<file path="src/rtl/fu_branch_resolver.sv">
// Fetch-PC owner and branch resolver: steers fetch from BTB predictions, resolves execute-stage
// branches/jumps, strobes BTB updates and flushes on mispredict. BR_PERF_CNT_EN adds perf counters.
module fu_branch_resolver #(
    parameter int unsigned       WORD_W   = 32,
    parameter logic [WORD_W-1:0] RESET_PC = '0,
    parameter int unsigned       PC_INC   = 4
) (
    input  logic              CLK,
    input  logic              RST,
    input  logic              fetch_stall,
    output logic [WORD_W-1:0] pc,
    input  logic              predicted_outcome,
    input  logic [WORD_W-1:0] predicted_target,
    input  logic              ex_valid,
    input  logic [WORD_W-1:0] ex_pc,
    input  logic [WORD_W-1:0] ex_rs1,
    input  logic [WORD_W-1:0] ex_rs2,
    input  logic [WORD_W-1:0] ex_imm,
    input  logic [2:0]        ex_funct3,
    input  logic              ex_jal,
    input  logic              ex_jalr,
    input  logic              ex_pred_taken,
    input  logic [WORD_W-1:0] ex_pred_target,
    output logic              update_btb,
    output logic [WORD_W-1:0] update_pc,
    output logic              branch_outcome,
    output logic [WORD_W-1:0] branch_target,
    output logic              flush,
    output logic [WORD_W-1:0] redirect_pc
`ifdef BR_PERF_CNT_EN
    ,
    output logic [31:0]       perf_resolved,
    output logic [31:0]       perf_mispredict
`endif
);

    localparam logic [WORD_W-1:0] INC        = WORD_W'(PC_INC);
    localparam logic [WORD_W-1:0] ALIGN_MASK = ~WORD_W'(1);

    logic [WORD_W-1:0] r_pc;
    logic              r_update_btb;
    logic [WORD_W-1:0] r_update_pc;
    logic              r_branch_outcome;
    logic [WORD_W-1:0] r_branch_target;
    logic              r_flush;
    logic [WORD_W-1:0] r_redirect_pc;

    logic              w_accept;
    logic              w_taken;
    logic [WORD_W-1:0] w_target;
    logic              w_mispredict;
    logic [WORD_W-1:0] w_redirect;
    logic [WORD_W-1:0] w_pc_next;

    // Anything presented while the flush pulse is high is a squashed younger instruction.
    assign w_accept = ex_valid & ~r_flush;

    always_comb begin
        w_taken = 1'b0;
        if (ex_jal || ex_jalr) begin
            w_taken = 1'b1;
        end else begin
            unique case (ex_funct3)
                3'b000:  w_taken = (ex_rs1 == ex_rs2);
                3'b001:  w_taken = (ex_rs1 != ex_rs2);
                3'b100:  w_taken = ($signed(ex_rs1) <  $signed(ex_rs2));
                3'b101:  w_taken = ($signed(ex_rs1) >= $signed(ex_rs2));
                3'b110:  w_taken = (ex_rs1 <  ex_rs2);
                3'b111:  w_taken = (ex_rs1 >= ex_rs2);
                default: w_taken = 1'b0;
            endcase
        end
    end

    assign w_target     = ex_jalr ? ((ex_rs1 + ex_imm) & ALIGN_MASK) : (ex_pc + ex_imm);
    assign w_mispredict = (w_taken != ex_pred_taken) || (w_taken && (w_target != ex_pred_target));
    assign w_redirect   = w_taken ? w_target : (ex_pc + INC);

    always_comb begin
        w_pc_next = r_pc;
        if (r_flush) begin
            w_pc_next = r_redirect_pc;
        end else if (!fetch_stall) begin
            w_pc_next = predicted_outcome ? predicted_target : (r_pc + INC);
        end
    end

    // Fetch PC and registered resolution results.
    always_ff @(posedge CLK or posedge RST) begin
        if (RST) begin
            r_pc             <= RESET_PC;
            r_update_btb     <= 1'b0;
            r_update_pc      <= '0;
            r_branch_outcome <= 1'b0;
            r_branch_target  <= '0;
            r_flush          <= 1'b0;
            r_redirect_pc    <= '0;
        end else begin
            r_pc         <= w_pc_next;
            r_update_btb <= w_accept;
            r_flush      <= w_accept & w_mispredict;
            if (w_accept) begin
                r_update_pc      <= ex_pc;
                r_branch_outcome <= w_taken;
                r_branch_target  <= w_target;
            end
            if (w_accept && w_mispredict) begin
                r_redirect_pc <= w_redirect;
            end
        end
    end

    assign pc             = r_pc;
    assign update_btb     = r_update_btb;
    assign update_pc      = r_update_pc;
    assign branch_outcome = r_branch_outcome;
    assign branch_target  = r_branch_target;
    assign flush          = r_flush;
    assign redirect_pc    = r_redirect_pc;

`ifdef BR_PERF_CNT_EN
    logic [31:0] r_perf_resolved;
    logic [31:0] r_perf_mispredict;

    // Counters advance on the same edge that raises the corresponding pulse, saturating at all-ones.
    always_ff @(posedge CLK or posedge RST) begin
        if (RST) begin
            r_perf_resolved   <= '0;
            r_perf_mispredict <= '0;
        end else begin
            if (w_accept && (r_perf_resolved != 32'hFFFF_FFFF)) begin
                r_perf_resolved <= r_perf_resolved + 32'd1;
            end
            if (w_accept && w_mispredict && (r_perf_mispredict != 32'hFFFF_FFFF)) begin
                r_perf_mispredict <= r_perf_mispredict + 32'd1;
            end
        end
    end

    assign perf_resolved   = r_perf_resolved;
    assign perf_mispredict = r_perf_mispredict;
`endif

endmodule
</file>
<file path="config.mk">
export PLATFORM = sky130hd
export DESIGN_NAME = fu_branch_resolver
export DESIGN_NICKNAME = d
export VERILOG_FILES = /design/src/rtl/fu_branch_resolver.sv
export SDC_FILE = /design/constraint.sdc
export NUM_CORES = 1
export LEC_CHECK = 0
export ABC_AREA = 1
export BUFFER_PORTS_ARGS = -buffer_cell sky130_fd_sc_hd__buf_2
export CELL_PAD_IN_SITES_DETAIL_PLACEMENT = 0
export CELL_PAD_IN_SITES_GLOBAL_PLACEMENT = 1
export CORE_ASPECT_RATIO = 1.1
export CORE_MARGIN = 5
export CORE_UTILIZATION = 35
export DETAILED_ROUTE_END_ITERATION = 16
export PLACE_DENSITY = 0.75
export REMOVE_ABC_BUFFERS = 1
export SLEW_MARGIN = 20
export SYNTH_ARGS = -nofsm -noshare
export SYNTH_HDL_FRONTEND = slang
export SYNTH_SLANG_ARGS = --single-unit
</file>
<file path="constraint.sdc">
create_clock -name CLK -period 6 [get_ports CLK]
set_input_delay 1.2 -clock CLK [delete_from_list [all_inputs] [get_ports CLK]]
set_output_delay 1.2 -clock CLK [all_outputs]
set_load 0.03 [all_outputs]
</file>
==> impl_summary.txt <==
----------------------------------------------------
[Timing]
  Final hold violations ... 0
  Setup Total Neg Slack ... 0 ps
  Clock skew after layout ... 8.41 ps
  Highest clock rate ... ~230 MHz
  Final critical delay including setup and external delays ... 4260 ps
  RSZ-0062 raised after global routing ... false
  Slew margin rel. ... 0.388
  Final period utilization ... 0.709
  Least-Margin Pin Slew ... 918 ps
  Final count of pins violating max slew ... 0
  Final setup violation count ... 0

[Final layout]
  Final net count ... 2,961
  Layout Area Growth over Synthesis ... 19.9%
  Final standard cell utilization of the core ... 0.423
  Area taken by multi-input logic gates ... 8860 µm²
  Fraction of final layout cells with drive strength greater than 1 ... 0.152
  Combined flip-flop and latch cell area ... about 3300 µm²
  Layout filler cell count ... about 4,400

[Die]
  Area enclosed by the die boundary ... ~43,000 µm²
  Number of placement rows ... 76
  Total core area ... 39,000 µm²
  Effective utilization at floorplan ... 0.353
  Horizontal extent of the die ... 199 µm
  Boundary pin count ... 334
  Die outline height ... 218 µm

[Yosys]
  Dominant combinational cell family by area after synthesis ... simple AND/OR/NAND/NOR gates
  Xor and xnor fraction of the mapped netlist area ... 0.0216
  Sequential cell area fraction in the yosys report ... 0.238
  Multiplexer fraction of the synthesized cell area ... 0
  Adder-cell share of the synthesized area ... 0.0892
  Post-synthesis instance area ... about 14,000 µm²
  Area share of and/or/nand/nor cells after synthesis ... 0.439
  Top FF cell, synth ... dfrtp_1
  Compound-gate portion of the synthesized area ... 0.0925
  Async S/R FF share, synth ... 1.00
  Cell count after synthesis ... 2,354
  Total of warnings raised by yosys ... 0
  Count of distinct cell types in the synthesized netlist ... 42
  Number of synthesized flops with an enable pin ... 0
  Post-synthesis register bit count ... 131
  Post-synthesis average cell area ... around 5.8 µm²

[Clock tree]
  H-tree Lvls ... 4
  Resized cells post-CTS ... 0
  Library cell used as clock root buffer ... clkbuf_16
  Clock latency of the later-clocked register in the worst-skew pair ... between 400 and 500 ps
  CTS Buf Count ... 17
  Clock net sink count ... 131
  Maximum clock path buffer count ... 2
  CTS clk-pin slew, worst paths ... 60 ps
  CTS tree ... built
  Buffer count from post-CTS setup fixing ... 0
  Quantity of hold-fixing buffers added after cts ... 0

[Route]
  Number of DRC markers after the initial detailed-route iteration ... just under 900
  WL/cell ... between 15 and 20 µm
  Antenna Nets Post-Route ... 0
  Count of vias placed by the detailed router ... 15,600
  Drt pass-1 iters ... 7
  Detailed-route DRC error count ... 0
  DRT Wirelength ... 54.4 mm
  Per-cell via count in the routed design ... 4.90

[Global routing]
  First-pass GRT wire length ... 83.4 mm
  Overall routing resource usage ... 0.245
  Gr ovfl total ... 0
  Largest net degree at the start of global routing ... 101
  Initial antenna violation count ... 2
  Number of global-route vias before repair ... 15,100

[Critical path]
  Register-to-register setup slack ... slightly below 3000 ps
  Crit path capture type ... register
  CP startpoint kind ... input port
  Largest fanout on the critical path ... 33
  WP data required ... between 6000 and 7000 ps
  CP arrival ... 4620 ps
  Startpoint-to-endpoint class of the critical path ... in -> reg

[Outcome]
  Status ... completed

[Pwr]
  PD cells ... 244 nW/µm²
  Max IR drop VDD ... 0.177 mV
  Power, Total ... 4040 µW
  Cell leakage power ... around 0.0096 µW

[Hold path]
  Hold crit path type ... reg -> reg

[Run]
  Max Cap Violations ... 0

[Place]
  Final weighted congestion in routability-driven placement ... 0.923
  HPWL Detailed ... 46.2 mm
  Port-buffer cells ... around 330

----------------------------------------------------
-- stage by stage --
step,hold slack [ps],worst slack [ps],std cells,area [µm²]
5_1_grt,497,1310,3180,16500
6_report,476,1740,3184,16500
4_1_cts,480,1690,3180,16500
2_1_floorplan,664,393,2296,13500
3_3_place_gp,458,1260,3149,15900
3_5_place_dp,465,1240,3149,15900
-- registers in the layout, summed over array words and instances (netlist names) --
| signal | count |
|---|---|
| branch_outcome | 1 |
| branch_target | 32 |
| flush | 1 |
| pc | 32 |
| redirect_pc | 32 |
| update_btb | 1 |
| update_pc | 32 |
-- report_power, final --
| part | switching [µW] | internal (µW) | leakage (µW) |
|---|---|---|---|
| Clock | 412 | 588 | 0.000267 |
| Sequential | 164 | 1060 | 0.00159 |
| Combinational | 1270 | 543 | 0.00775 |
| Total | 1840 | 2190 | 0.00961 |
-- per-layer routing --
| layer | GRT usage | wire length [µm] | vias to the layer above |
|---|---|---|---|
| met5 | 0 | 0 | - |
| met4 | 0.0759 | 1510 | 0 |
| met3 | 0.0233 | 2610 | 69 |
| met2 | 0.425 | 26000 | 413 |
| met1 | 0.321 | 24300 | 7019 |
| li1 | - | - | 8116 |
-- cells in the final DEF (no fill, tap or decap), types with 5 or more instances in the layout --
cell and n:
or2_2 5, a31oi_1 15, nor2_1 163, a21o_1 5, nand3_1 269, ha_1 95, nand2_1 883, nand3b_1 23
nor4_1 8, xnor2_1 7, o21bai_1 6, xor2_1 27, buf_2 333, a21oi_1 77, o21ai_0 99, a32oi_1 15
inv_1 365, buf_4 13, clkbuf_16 17, dfrtp_1 131, nor3_1 30, nand4_1 30
-- cell usage after synthesis (8+ instances only) --
library cell  instances  area share
xor2_1               27       0.017
nor3_1               30       0.011
nand4_1              30       0.014
dfrtp_1             131        0.24
clkbuf_1             38       0.010
buf_1                 8      0.0022
o21ai_0              99       0.036
a32oi_1              15      0.0095
inv_1               366        0.10
nor2_1              164       0.045
nand3_1             269       0.098
nand3b_1             23       0.013
a21oi_1              77       0.028
ha_1                 95       0.086
a31oi_1              15      0.0068
nand2_1             884        0.24
buf_2                 8      0.0029
nor4_1                8      0.0036
-- cell families after synthesis --
| group | Yosys count |
|---|---|
| AO/OA/AOI/OAI | 227 |
| XOR/XNOR | 34 |
| buffers and inverters | 429 |
| AND/OR/NAND/NOR | 1436 |
| adder cells (fa/ha/maj) | 97 |
| flip-flops | 131 |
-- cell type report --
cell class / count / area share
Antenna cell: 4 / 0.000606
Clock buffer: 19 / 0.0274
Clock inverter: 12 / 0.00667
Inverter: 371 / 0.0847
Multi-Input combinational cell: 1794 / 0.537
Sequential cell: 131 / 0.199
Tap cell: 507 / 0.0384
Timing Repair Buffer: 346 / 0.107
-- path summary, 6_finish.rpt --
check / start / to / cells past startpoint
min in group asynchronous: RST / pc[1]$_DFFE_PP0P_ / 2
hold reg to reg: update_pc[12]$_DFFE_PP0P_ / update_pc[12]$_DFFE_PP0P_ / 2
setup / recovery: ex_imm[0] / redirect_pc[29]$_DFFE_PP0P_ / 23
hold / removal: update_pc[12]$_DFFE_PP0P_ / update_pc[12]$_DFFE_PP0P_ / 2
setup reg to reg: flush$_DFF_PP0_ / redirect_pc[29]$_DFFE_PP0P_ / 10
max in group asynchronous: RST / redirect_pc[0]$_DFFE_PP0P_ / 3
-- worst max-delay path, cell delays in order --
cell,delay [ps]
buf_2,110
nand2_1,50
inv_1,100
fa_1,440
nand2_1,130
nand2_1,90
nand3_1,100
nand2_1,80
nand2_1,130
nand2_1,160
nand2_1,120
nand3_1,70
nand3_1,190
nand2_1,150
nand2_1,160
nand2_1,60
nor2_1,100
nand2_1,100
nor2_2,200
nand3_2,300
nand2_4,380
nand2_1,100
nand2_1,70
Note: power is estimated with default switching activity, not from simulation.
